===== src/rtl/dlx_pipe_pkg.sv =====
// Shared DLX pipeline types: per-stage scoreboard slot and register-file constants.
package dlx_pipe_pkg;

  localparam int unsigned DEF_REG_W = 5;

  localparam logic [DEF_REG_W-1:0] REG_ZERO = '0;

  typedef struct packed {
    logic                 valid;
    logic                 we;
    logic [DEF_REG_W-1:0] rd;
    logic                 is_load;
  } slot_t;

endpackage


===== src/rtl/dlx_fwd_match.sv =====
// Priority match of one ID source operand against all tracked post-ID slots.
module dlx_fwd_match
  import dlx_pipe_pkg::*;
#(
  parameter int unsigned XLEN       = 32,
  parameter int unsigned REG_W      = DEF_REG_W,
  parameter int unsigned DEPTH      = 3,
  parameter int unsigned LOAD_STAGE = 1
) (
  input  slot_t [DEPTH-1:0]      slots,
  input  logic  [REG_W-1:0]      src,
  input  logic  [DEPTH*XLEN-1:0] stage_data,
  output logic                   hit_c,
  output logic                   stall_c,
  output logic  [XLEN-1:0]       data_c
);

  logic found;

  // Lowest slot index is the youngest producer; first match wins.
  always_comb begin
    hit_c   = 1'b0;
    stall_c = 1'b0;
    data_c  = '0;
    found   = 1'b0;
    for (int unsigned k = 0; k < DEPTH; k++) begin
      if (!found && slots[k].valid && slots[k].we &&
          (REG_W'(slots[k].rd) == src) && (src != REG_W'(REG_ZERO))) begin
        found = 1'b1;
        if (!slots[k].is_load || (k >= LOAD_STAGE)) begin
          hit_c  = 1'b1;
          data_c = stage_data[k*XLEN +: XLEN];
        end else begin
          stall_c = 1'b1;
        end
      end
    end
  end

endmodule


===== src/rtl/dlx_fwd_scoreboard.sv =====
// Hazard/forwarding scoreboard beside ID: slot shift register, per-source matchers,
// stall reduction and a saturating stall counter.
module dlx_fwd_scoreboard
  import dlx_pipe_pkg::*;
#(
  parameter int unsigned XLEN       = 32,
  parameter int unsigned REG_W      = DEF_REG_W,
  parameter int unsigned DEPTH      = 3,
  parameter int unsigned LOAD_STAGE = 1,
  parameter int unsigned NSRC       = 2,
  parameter int unsigned CNT_W      = 32
) (
  input  logic                   clk,
  input  logic                   rst,
  input  logic                   issue_valid,
  input  logic                   issue_we,
  input  logic [REG_W-1:0]       issue_rd,
  input  logic                   issue_is_load,
  input  logic                   flush,
  input  logic [NSRC*REG_W-1:0]  src_sel,
  input  logic [DEPTH*XLEN-1:0]  stage_data,
  output logic                   stall,
  output logic [NSRC-1:0]        fwd_hit,
  output logic [NSRC*XLEN-1:0]   fwd_data,
  output logic [CNT_W-1:0]       stall_cnt
);

  slot_t [DEPTH-1:0] slots;
  slot_t             new_slot;
  logic  [NSRC-1:0]  src_stall;

  for (genvar g = 0; g < NSRC; g++) begin : g_src
    dlx_fwd_match #(
      .XLEN       (XLEN),
      .REG_W      (REG_W),
      .DEPTH      (DEPTH),
      .LOAD_STAGE (LOAD_STAGE)
    ) u_match (
      .slots      (slots),
      .src        (src_sel[g*REG_W +: REG_W]),
      .stage_data (stage_data),
      .hit_c      (fwd_hit[g]),
      .stall_c    (src_stall[g]),
      .data_c     (fwd_data[g*XLEN +: XLEN])
    );
  end

  assign stall = |src_stall;

  // A killed, stalled or empty ID slot enters EX as a bubble.
  always_comb begin
    new_slot = '0;
    if (issue_valid && !flush && !stall) begin
      new_slot.valid   = 1'b1;
      new_slot.we      = issue_we;
      new_slot.rd      = DEF_REG_W'(issue_rd);
      new_slot.is_load = issue_is_load;
    end
  end

  // Slots drain every cycle, even while stalled, so load-use stalls always resolve.
  always_ff @(posedge clk) begin
    if (rst) begin
      slots     <= '0;
      stall_cnt <= '0;
    end else begin
      slots[0] <= new_slot;
      for (int unsigned k = 1; k < DEPTH; k++) begin
        slots[k] <= slots[k-1];
      end
      if (stall && (stall_cnt != '1)) begin
        stall_cnt <= stall_cnt + CNT_W'(1);
      end
    end
  end

endmodule


===== config.mk =====
export PLATFORM = sky130hd
export DESIGN_NAME = dlx_fwd_scoreboard
export DESIGN_NICKNAME = d
export VERILOG_FILES = /design/src/rtl/dlx_pipe_pkg.sv /design/src/rtl/dlx_fwd_match.sv /design/src/rtl/dlx_fwd_scoreboard.sv
export SDC_FILE = /design/constraint.sdc
export NUM_CORES = 1
export LEC_CHECK = 0
export BUFFER_PORTS_ARGS = -buffer_cell sky130_fd_sc_hd__buf_2
export CORE_MARGIN = 2
export CORE_UTILIZATION = 30
export DETAILED_ROUTE_END_ITERATION = 16
export PLACE_DENSITY = 0.55
export RECOVER_POWER = 100
export SLEW_MARGIN = 5
export SYNTH_ARGS = -nofsm -noshare
export SYNTH_HDL_FRONTEND = slang
export SYNTH_HIERARCHICAL = 1
export SYNTH_SLANG_ARGS = --single-unit

===== constraint.sdc =====
create_clock -name clk -period 4.2 [get_ports clk]
set_input_delay 0.21 -clock clk [delete_from_list [all_inputs] [get_ports clk]]
set_output_delay 0.21 -clock clk [all_outputs]
set_load 0.005 [all_outputs]

==> flow_metrics.tcl <==
set metrics [dict create \
    crit_fanout 34 \
    path_cells "xor2_1 > or4_1 > buf_4 > nor4_1 > nor2_1 > nor4_1 > o211ai_1 > or4_1 > a21oi_1" \
    drc 0 \
    syn_inst 647 \
    min_path_type "primary input to flip-flop" \
    synth_area_sq_um 5030 \
    grt_max_degree 50 \
    wl_um 23200 \
    postRouteAntennaNets 0 \
    ys_warn_count 6 \
    clockRootBuffer "clkbuf_16" \
    cp.required_ps 4400 \
    max_cap_viol_count 3 \
    die-area_sq_um 17800 \
    ir_drop_uv 185 \
    violations "capacitance limit, slew limit" \
    min_period_ps 3600 \
    path_clk_slew_ps 70 \
    pin_count 216 \
    grt_pass1_vias 6201 \
    h-tree-depth 2 \
    slew_violations 118 \
    fmax_mhz 278 \
    core_area_sq_um 16500 \
    cp_slowest_cell "nor4_1" \
    hold_viol 0 \
    cpPeakStageDelay_ps 600 \
    initial_core_util 0.305 \
    cts_tree "built" \
    post-route-util 0.382 \
    hpwl_um 14900 \
    viasPerCell 6.39 \
    setup_violations 0 \
    fin_nets 929 \
    clock_latency_ps 290 \
    layout_commonest_cell "buf_2" \
    finClkSkew_ps 6.30 \
    power_mw 1.16 \
    die_y_um 133 \
    cts_sinks 54 \
    worstSetupPathType "flip-flop to flip-flop" \
    drtIter0Drc 649 \
    grtUsageTotal 0.249 \
    antenna_found_initial 3 \
    final_cell_mix "141 x buf_2, 73 x nand3_1, 67 x clkbuf_1" \
    drive_above_1_share 0.243 \
    placed_area_sq_um 6240 \
    cts_max_path_buffers 2 \
    period_share 0.858 \
    grt_pass1_wl_um 35800 \
    path_delay_family "simple AND/OR/NAND/NOR gates" \
    p_leak_nw 1.99 \
    hold_buffers 0 \
    start_kind "flip-flop" \
    cts-buffers-inserted 5 \
    port_buffers 215 \
    finalSetupTns_ps 0 \
    endpoint_kind "flip-flop" \
    avgRoutedWirePerCell_um 22.5 \
    syn_nets 765 \
    syn_avg_cell_area_sq_um 7.77 \
    grt.overflow.total 0 \
    max_slew.worst_pin.slew_ps 2280 \
    outcome "finished, violations left" \
    power.density_nw_per_um2 185 \
    first_pass_iters 5 \
    rsz0062_at_grt "false" \
    crit_arrival_ps 3800 \
    post-route-cell-area_sq_um 6290 \
    postCtsResizedCells 0 \
    syn2layout_area_growth_pct 25.0 \
    cp_num_buf_inv 1 \
    vias 6613 \
    dieWidth_um 133 \
    rows 47 \
    place_congestion 0.859 \
    post_cts_buffers 0 \
    worst_slew_margin_rel -0.521 \
]
where the power goes:
group          internal (mW)  switching (mW)  total [mW]
combinational         0.0613           0.118       0.180
clock                  0.282           0.182       0.464
sequential             0.516         0.00346       0.519
total                  0.859           0.304        1.16
path summary, 6_finish.rpt:
check / end / cells after the start / slack (ps) / startpoint
max: stall_cnt[30]$_SDFFE_PP0P_ / 9 / 600 / slots[3]$_SDFF_PP0_
min: slots[4]$_SDFF_PP0_ / 2 / 120 / issue_rd[3]
max reg2reg: stall_cnt[30]$_SDFFE_PP0P_ / 9 / 600 / slots[3]$_SDFF_PP0_
min reg2reg: slots[14]$_SDFF_PP0_ / 1 / 480 / slots[6]$_SDFF_PP0_
metrics by stage:
step | worst slack [ps] | hold slack, ps | cells
floorplan | 1260 | 332 | 647
global placement | 872 | 410 | 1024
detailed placement | 770 | 411 | 1024
CTS | 748 | 108 | 1032
global route | 413 | 130 | 1034
finish | 597 | 117 | 1035
area by class of cell:
class / instances / area [sq um]
Antenna cell: 3 / 7.51
Clock buffer: 7 / 133
Clock inverter: 1 / 30.0
Fill cell: 1812 / 10200
Inverter: 8 / 30.0
Multi-Input combinational cell: 500 / 3540
Sequential cell: 54 / 1080
Tap cell: 220 / 275
Timing Repair Buffer: 242 / 1190
flip-flops by register name, summed over array words and instances (netlist names):
name / flops
stall_cnt: 32
slots: 22
worst register-to-register path: cells and delay by family (launching register included):
family	cells	cell delay, ps
buffers and inverters	1	280
AOI/OAI and AO/OA	2	550
and+or+nand+nor	5	2190
xor gates and xnor gates	1	150
DFF	1	330
metal layers:
metal	vias to the layer above	global-route usage	routed length, um
li1	3006	-	-
met1	3070	0.353	9970
met2	469	0.374	10200
met3	68	0.0506	2380
met4	0	0.0904	677
met5	-	0	0
No activity file was read; power rests on OpenSTA's default activity.
